<file path="src/rtl/classify_seq_ctrl_pkg.sv">
// Package cnn_cls_pkg: shared types and constants for the CNN classification
// stage controller (classify_seq_ctrl).
//   cls_state_e  : controller states IDLE / ACCUM / DONE
//   CLS_N_CLASS  : default number of class scores per classification
//   CLS_DATA_W   : default signed score width
//   cls_idx_w(n) : category width able to hold 0..n (1-based class index, 0 = none)
package cnn_cls_pkg;

  typedef enum logic [1:0] {
    IDLE,
    ACCUM,
    DONE
  } cls_state_e;

  localparam int CLS_N_CLASS = 10;
  localparam int CLS_DATA_W  = 16;

  function automatic int cls_idx_w(input int n);
    return $clog2(n + 1);
  endfunction

endpackage

</file>
<file path="src/rtl/classify_seq_ctrl_if.sv">
// Interface classify_seq_ctrl_if: score stream in, result handshake out.
//   slave  modport : the classify_seq_ctrl controller
//   master modport : score sequencer / result consumer side
//   in_valid, in_data, in_last, in_ready : score beat stream
//   out_valid, out_category, out_score, err_len, out_ack : result handshake
//   busy : classification in progress (first beat until ack)
// Optional (CLS_TOP2_EN): out_second (runner-up class), out_margin (max - runner-up).
interface classify_seq_ctrl_if
  import cnn_cls_pkg::*;
#(
  parameter int DATA_W = CLS_DATA_W,
  parameter int IDX_W  = cls_idx_w(CLS_N_CLASS)
);
  logic                     in_valid;
  logic signed [DATA_W-1:0] in_data;
  logic                     in_last;
  logic                     in_ready;
  logic                     out_valid;
  logic [IDX_W-1:0]         out_category;
  logic signed [DATA_W-1:0] out_score;
  logic                     err_len;
  logic                     out_ack;
  logic                     busy;
`ifdef CLS_TOP2_EN
  logic [IDX_W-1:0]         out_second;
  logic [DATA_W:0]          out_margin;
`endif

  modport slave (
    input  in_valid, in_data, in_last, out_ack,
    output in_ready, out_valid, out_category, out_score, err_len, busy
`ifdef CLS_TOP2_EN
    , output out_second, out_margin
`endif
  );

  modport master (
    output in_valid, in_data, in_last, out_ack,
    input  in_ready, out_valid, out_category, out_score, err_len, busy
`ifdef CLS_TOP2_EN
    , input out_second, out_margin
`endif
  );

endinterface

</file>
<file path="src/rtl/classify_seq_ctrl_max_update.sv">
// Module cls_max_update: combinational running-argmax step.
//   first      : this beat starts a new vector (load unconditionally)
//   cur_max/idx: running maximum and its 1-based class index
//   new_score  : incoming signed score, beat = its 1-based index
//   nxt_max/idx: updated maximum / index (strict compare, ties keep lower index)
// Optional (CLS_TOP2_EN): cur_sec/cur_sec_idx -> nxt_sec/nxt_sec_idx track the
// runner-up; a runner-up index of 0 marks an empty runner-up slot.
module cls_max_update #(
  parameter int DATA_W = 16,
  parameter int IDX_W  = 4
) (
  input  logic                     first,
  input  logic signed [DATA_W-1:0] cur_max,
  input  logic [IDX_W-1:0]         cur_idx,
`ifdef CLS_TOP2_EN
  input  logic signed [DATA_W-1:0] cur_sec,
  input  logic [IDX_W-1:0]         cur_sec_idx,
  output logic signed [DATA_W-1:0] nxt_sec,
  output logic [IDX_W-1:0]         nxt_sec_idx,
`endif
  input  logic signed [DATA_W-1:0] new_score,
  input  logic [IDX_W-1:0]         beat,
  output logic signed [DATA_W-1:0] nxt_max,
  output logic [IDX_W-1:0]         nxt_idx
);

  always_comb begin
    nxt_max = cur_max;
    nxt_idx = cur_idx;
`ifdef CLS_TOP2_EN
    nxt_sec     = cur_sec;
    nxt_sec_idx = cur_sec_idx;
`endif
    if (first) begin
      nxt_max = new_score;
      nxt_idx = beat;
`ifdef CLS_TOP2_EN
      nxt_sec     = '0;
      nxt_sec_idx = '0;
`endif
    end else if (new_score > cur_max) begin
      nxt_max = new_score;
      nxt_idx = beat;
`ifdef CLS_TOP2_EN
      // displaced maximum becomes the runner-up
      nxt_sec     = cur_max;
      nxt_sec_idx = cur_idx;
`endif
    end
`ifdef CLS_TOP2_EN
    else if ((cur_sec_idx == '0) || (new_score > cur_sec)) begin
      nxt_sec     = new_score;
      nxt_sec_idx = beat;
    end
`endif
  end

endmodule

</file>
<file path="src/rtl/classify_seq_ctrl.sv">
// Module classify_seq_ctrl: streaming argmax controller for the CNN output stage.
// Accepts N_CLASS signed scores one per beat, tracks the running maximum and
// its 1-based index, and presents the winner with a valid/ack handshake.
// Ports:
//   clk     : clock, rising edge
//   n_reset : asynchronous active-low reset
//   bus     : classify_seq_ctrl_if.slave (score stream + result handshake)
// Build option: CLS_TOP2_EN adds runner-up index and margin outputs.
module classify_seq_ctrl
  import cnn_cls_pkg::*;
#(
  parameter int N_CLASS = CLS_N_CLASS,
  parameter int DATA_W  = CLS_DATA_W,
  parameter int IDX_W   = cls_idx_w(N_CLASS)
) (
  input logic                clk,
  input logic                n_reset,
  classify_seq_ctrl_if.slave bus
);

  localparam logic [IDX_W-1:0] N_IDX = IDX_W'(N_CLASS);

  cls_state_e               state_q, state_d;
  logic [IDX_W-1:0]         cnt_q, cnt_d;
  logic signed [DATA_W-1:0] max_q, max_d, upd_max;
  logic [IDX_W-1:0]         idx_q, idx_d, upd_idx;
  logic                     err_q, err_d;
  logic [IDX_W-1:0]         beat;
  logic                     xfer;
  logic                     ending;

  // counter saturates at N_CLASS; the vector always ends there anyway
  assign beat   = (cnt_q == N_IDX) ? N_IDX : cnt_q + 1'b1;
  assign xfer   = bus.in_valid && (state_q != DONE);
  assign ending = bus.in_last || (beat == N_IDX);

`ifdef CLS_TOP2_EN
  logic signed [DATA_W-1:0] sec_q, sec_d, upd_sec;
  logic [IDX_W-1:0]         sec_idx_q, sec_idx_d, upd_sec_idx;
  logic signed [DATA_W:0]   diff;
`endif

  cls_max_update #(
    .DATA_W (DATA_W),
    .IDX_W  (IDX_W)
  ) u_max_update (
    .first       (cnt_q == '0),
    .cur_max     (max_q),
    .cur_idx     (idx_q),
`ifdef CLS_TOP2_EN
    .cur_sec     (sec_q),
    .cur_sec_idx (sec_idx_q),
    .nxt_sec     (upd_sec),
    .nxt_sec_idx (upd_sec_idx),
`endif
    .new_score   (bus.in_data),
    .beat        (beat),
    .nxt_max     (upd_max),
    .nxt_idx     (upd_idx)
  );

  always_ff @(posedge clk or negedge n_reset) begin
    if (!n_reset) begin
      state_q   <= IDLE;
      cnt_q     <= '0;
      max_q     <= '0;
      idx_q     <= '0;
      err_q     <= 1'b0;
`ifdef CLS_TOP2_EN
      sec_q     <= '0;
      sec_idx_q <= '0;
`endif
    end else begin
      state_q   <= state_d;
      cnt_q     <= cnt_d;
      max_q     <= max_d;
      idx_q     <= idx_d;
      err_q     <= err_d;
`ifdef CLS_TOP2_EN
      sec_q     <= sec_d;
      sec_idx_q <= sec_idx_d;
`endif
    end
  end

  always_comb begin
    state_d   = state_q;
    cnt_d     = cnt_q;
    max_d     = max_q;
    idx_d     = idx_q;
    err_d     = err_q;
`ifdef CLS_TOP2_EN
    sec_d     = sec_q;
    sec_idx_d = sec_idx_q;
`endif
    case (state_q)
      IDLE, ACCUM: begin
        if (xfer) begin
          cnt_d = beat;
          max_d = upd_max;
          idx_d = upd_idx;
`ifdef CLS_TOP2_EN
          sec_d     = upd_sec;
          sec_idx_d = upd_sec_idx;
`endif
          if (ending) begin
            state_d = DONE;
            // wrong length either way: early in_last, or no in_last at N_CLASS
            err_d   = bus.in_last ^ (beat == N_IDX);
          end else begin
            state_d = ACCUM;
          end
        end
      end
      DONE: begin
        if (bus.out_ack) begin
          state_d = IDLE;
          cnt_d   = '0;
          err_d   = 1'b0;
        end
      end
      default: state_d = IDLE;
    endcase
  end

  assign bus.in_ready     = (state_q != DONE);
  assign bus.out_valid    = (state_q == DONE);
  assign bus.busy         = (state_q != IDLE);
  assign bus.out_category = (state_q == DONE) ? idx_q : '0;
  assign bus.out_score    = (state_q == DONE) ? max_q : '0;
  assign bus.err_len      = (state_q == DONE) && err_q;

`ifdef CLS_TOP2_EN
  assign diff           = {max_q[DATA_W-1], max_q} - {sec_q[DATA_W-1], sec_q};
  assign bus.out_second = (state_q == DONE) ? sec_idx_q : '0;
  assign bus.out_margin = ((state_q == DONE) && (sec_idx_q != '0)) ? $unsigned(diff) : '0;
`endif

endmodule
</file>
<file path="src/flat_wrapper.sv">
// flat-port wrapper written by rule: the top's interface ports become plain ports
module classify_seq_ctrl_flat import cnn_cls_pkg::*;
#(
  parameter int N_CLASS = CLS_N_CLASS,
  parameter int DATA_W  = CLS_DATA_W,
  parameter int IDX_W   = cls_idx_w(N_CLASS)
)
  (clk, n_reset, bus_in_valid, bus_in_data, bus_in_last, bus_out_ack, bus_in_ready, bus_out_valid, bus_out_category, bus_out_score, bus_err_len, bus_busy);
  classify_seq_ctrl_if #(.DATA_W(DATA_W), .IDX_W(IDX_W)) bus_i ();
  input logic clk;
  input logic n_reset;
  input wire logic [$bits(bus_i.in_valid)-1:0] bus_in_valid;
  input wire logic [$bits(bus_i.in_data)-1:0] bus_in_data;
  input wire logic [$bits(bus_i.in_last)-1:0] bus_in_last;
  input wire logic [$bits(bus_i.out_ack)-1:0] bus_out_ack;
  output wire logic [$bits(bus_i.in_ready)-1:0] bus_in_ready;
  output wire logic [$bits(bus_i.out_valid)-1:0] bus_out_valid;
  output wire logic [$bits(bus_i.out_category)-1:0] bus_out_category;
  output wire logic [$bits(bus_i.out_score)-1:0] bus_out_score;
  output wire logic [$bits(bus_i.err_len)-1:0] bus_err_len;
  output wire logic [$bits(bus_i.busy)-1:0] bus_busy;
  assign bus_i.in_valid = bus_in_valid;
  assign bus_i.in_data = bus_in_data;
  assign bus_i.in_last = bus_in_last;
  assign bus_i.out_ack = bus_out_ack;
  assign bus_in_ready = bus_i.in_ready;
  assign bus_out_valid = bus_i.out_valid;
  assign bus_out_category = bus_i.out_category;
  assign bus_out_score = bus_i.out_score;
  assign bus_err_len = bus_i.err_len;
  assign bus_busy = bus_i.busy;
  classify_seq_ctrl #(.N_CLASS(N_CLASS), .DATA_W(DATA_W), .IDX_W(IDX_W)) u_core (.clk(clk), .n_reset(n_reset), .bus(bus_i));
endmodule
</file>
<file path="config.mk">
export PLATFORM = sky130hd
export DESIGN_NAME = classify_seq_ctrl_flat
export DESIGN_NICKNAME = d
export VERILOG_FILES = /design/src/rtl/classify_seq_ctrl_pkg.sv /design/src/rtl/classify_seq_ctrl_if.sv /design/src/rtl/classify_seq_ctrl_max_update.sv /design/src/rtl/classify_seq_ctrl.sv /design/src/flat_wrapper.sv
export SDC_FILE = /design/constraint.sdc
export NUM_CORES = 1
export LEC_CHECK = 0
export ABC_AREA = 1
export ABC_CLOCK_PERIOD_IN_PS = 2800
export BUFFER_PORTS_ARGS = -buffer_cell sky130_fd_sc_hd__buf_2
export CORE_UTILIZATION = 30
export CTS_CLUSTER_DIAMETER = 30
export DETAILED_ROUTE_END_ITERATION = 6
export PLACE_DENSITY_LB_ADDON = 0.05
export REMOVE_ABC_BUFFERS = 1
export SLEW_MARGIN = 20
export SYNTH_ARGS = -nofsm -noshare
export SYNTH_HDL_FRONTEND = slang
export SYNTH_SLANG_ARGS = --single-unit
</file>
<file path="constraint.sdc">
create_clock -name clk -period 2.8 [get_ports clk]
set_input_delay 0.56 -clock clk [delete_from_list [all_inputs] [get_ports clk]]
set_output_delay 0.56 -clock clk [all_outputs]
set_load 0.01 [all_outputs]
</file>
==> flow_summary_export.csv <==
group,metric,value,unit
run_status,status,"completed",
logic_synthesis,syn-mean-instance-area,7.52,um2
grt,grt_antenna_before_repair,0,
logic_synthesis,yosys.cell_count.top_type,"nand2_1",
place,numPortBuffers,44,
grt,first_global_vias,1559,
cells_and_area,fillers,654,
clocking,cts.clk_slew.worst_paths,0.11,ns
logic_synthesis,yosysSeqAreaShare,0.358,
cells_and_area,finalInstanceArea,2210,um2
cells_and_area,syn2layout_area_growth,16.9,%
logic_synthesis,synth.area.top_cells,"dfrtp_1 36%, ha_1 13%, nand2_1 9.5%",
place,post_dp_cell_area,2160,um2
clocking,cts_tree,"built",
place,place.gp.congestion,0.802,
timing,rsz0062_at_grt,"no",
logic_synthesis,synth-seq-cells,27,
cells_and_area,drive_above_1_share,0.282,
die,die-area,6610,um2
timing,max_freq,483,MHz
logic_synthesis,ys_types,26,
clocking,cts-root-buf,"clkbuf_8",
die,io_pins,45,
worst_setup_path,crit_arrival,1.51,ns
place,dpl.hpwl,3.26,mm
logic_synthesis,synthCells,251,
worst_setup_path,worstSetupPathType,"flip-flop to output pin",
run,max_cap_violations,0,
worst_setup_path,critPathCaptureType,"output pin",
timing,tightest_slew,0.673,ns
timing,fin_crit,2.07,ns
detailed_routing,drt_iter0_markers,54,
cells_and_area,diodes,0,
power_and_ir_drop,p_int,1.16,mW
grt,grt_max_degree,28,
power_and_ir_drop,netSwitchingFraction,0.485,
die,die_w,81.3,um
power_and_ir_drop,switchingPower,1.09,mW
power_and_ir_drop,power_frac_seq,0.312,
die,die_height,81.3,um
timing,setup-violations-final,0,
power_and_ir_drop,p_leak,1.28,nW
worst_hold_path,hold_class,"input pin to async pin",
clocking,clockBufferDepth,2,
die,initial_core_util,0.315,
logic_synthesis,synthFlopType,"dfrtp_1",
clocking,cts.repair.resized,0,
detailed_routing,drt-total-wl,4.36,mm
detailed_routing,ant_nets,0,
cells_and_area,finish.utilization,0.368,
timing,slew_headroom,0.552,
logic_synthesis,synth_edf_count,0,
logic_synthesis,yosys.area.top_type_share,0.358,
grt,grt_util_all_layers,0.144,
power_and_ir_drop,pwr-share-comb,0.584,
timing,post-route-period-util,0.740,
clocking,cts_max_level,1,
logic_synthesis,synth_top_area_cell,"dfrtp_1",
clocking,clk_latency,0.28,ns
cells_and_area,multi_input_area,976,um2
die,fp.coreArea,5990,um2
power_and_ir_drop,finalPower,2.25,mW
logic_synthesis,synthArstFlopShare,1.00,
detailed_routing,wire_per_inst,11.8,um
grt,grt_pass1_wl,7.23,mm
worst_setup_path,critical_path_required,2.24,ns
grt,grt-ovfl-total,0,
timing,timing.final.max_slew_violations,0,
logic_synthesis,synth_common_cells,"48 x nand2_1, 41 x inv_1, 27 x dfrtp_1",
detailed_routing,dr.pass1.iters,4,
worst_setup_path,start_kind,"flip-flop",
timing,tns,0,ns
timing,hold_slack,0.298,ns
power_and_ir_drop,p_per_area,1020,nW/um2
cells_and_area,register_area,676,um2
cells_and_area,fin_nets,336,
detailed_routing,via_per_inst,4.38,
clocking,numClockSinks,27,
power_and_ir_drop,ir_worst_vdd,503,uV
timing,skew,0.0124,ns
power_and_ir_drop,clockPowerShare,0.104,
logic_synthesis,syn-cell-area,1890,um2
detailed_routing,vias,1617,
die,row_count,28,
timing,hold_viol,0,
clocking,hold_buffers,0,
clocking,post_cts_buffers,0,
detailed_routing,drcViolationCount,0,
logic_synthesis,yosys_warnings,0,
worst_setup_path,cp_max_fo,15,
clocking,cts_buffers,3,
-- flip-flops by register name, summed over array words and instances (netlist names) --
name / flops
u_core.idx_q: 4
u_core.cnt_q: 4
u_core.max_q: 16
u_core.err_q: 1
u_core.state_q: 2
-- critical path, stage by stage, from the launching register on --
cell and delay, ns:
dfrtp_1 0.43, inv_2 0.09, nor2_2 0.04, inv_2 0.19
buf_4 0.27, nor2_1 0.07, buf_2 0.14
-- logic make-up (layout without fill, tap and decap cells) --
| kind of cell | Yosys count | in the layout | synth area share |
|---|---|---|---|
| simple gates | 133 | 133 | 0.334 |
| flops | 27 | 27 | 0.358 |
| fa+ha+maj | 20 | 20 | 0.133 |
| buf+inv | 54 | 97 | 0.125 |
| compound gates | 16 | 16 | 0.0458 |
| xor+xnor | 1 | 1 | 0.00464 |
-- worst paths after layout --
kind / startpoint / endpoint / slack [ns] / cells past startpoint
worst max-delay path: u_core.state_q[1] / bus_out_score[11] / 0.73 / 6
min in group clk: bus_out_ack / u_core.state_q[1] / 0.47 / 2
worst min-delay path: n_reset / u_core.max_q[5] / 0.30 / 1
worst max register to register: u_core.cnt_q[0] / u_core.err_q / 0.80 / 13
max in group asynchronous: n_reset / u_core.idx_q[3] / 2.05 / 1
worst min register to register: u_core.idx_q[0] / u_core.idx_q[0] / 0.49 / 2
-- area by class of cell --
cell class                 count  share of cell area
sequential                    27               0.306
clock buffer                   4              0.0204
multi-input combinational    170               0.442
inverter                      46              0.0783
timing repair buffer          47               0.110
tap                           75              0.0425
-- metrics by stage --
stage	instances	setup WS, ns
6_report	369	0.729
5_1_grt	369	0.582
4_1_cts	369	0.659
3_5_place_dp	365	0.530
3_3_place_gp	365	0.518
2_1_floorplan	243	0.747
-- power groups by stage --
stage | clock, mW | combinational, mW | sequential (mW)
6_report | 0.234 | 1.31 | 0.701
5_1_grt | 0.261 | 1.52 | 0.728
4_1_cts | 0.249 | 1.36 | 0.702
3_5_place_dp | 0 | 1.35 | 0.708
3_3_place_gp | 0 | 1.36 | 0.712
2_1_floorplan | 0 | 0.943 | 0.687
-- per-layer routing --
layer / share of wire / global-route usage
met5: 0 / 0
met4: 0.0076 / 0.0375
met3: 0.042 / 0.0303
met2: 0.46 / 0.239
met1: 0.49 / 0.188
-- placed cells by master, fill, tap and decap left out, types with 2 or more instances in the layout --
| cell | synthesis | routed |
|---|---|---|
| nand2_4 | 2 | 2 |
| nor3_1 | 2 | 2 |
| nand3_1 | 26 | 26 |
| nor2_1 | 26 | 26 |
| nor2_2 | 2 | 2 |
| ha_1 | 20 | 20 |
| inv_2 | 5 | 5 |
| buf_2 | 2 | 44 |
| clkbuf_8 | 0 | 3 |
| nand2_1 | 48 | 48 |
| inv_1 | 41 | 41 |
| nand2_2 | 21 | 21 |
| o21ai_1 | 6 | 6 |
| nand4_1 | 3 | 3 |
| a21oi_1 | 6 | 6 |
| dfrtp_1 | 27 | 27 |
| buf_4 | 2 | 3 |
Note: power is estimated with default switching activity, not from simulation.
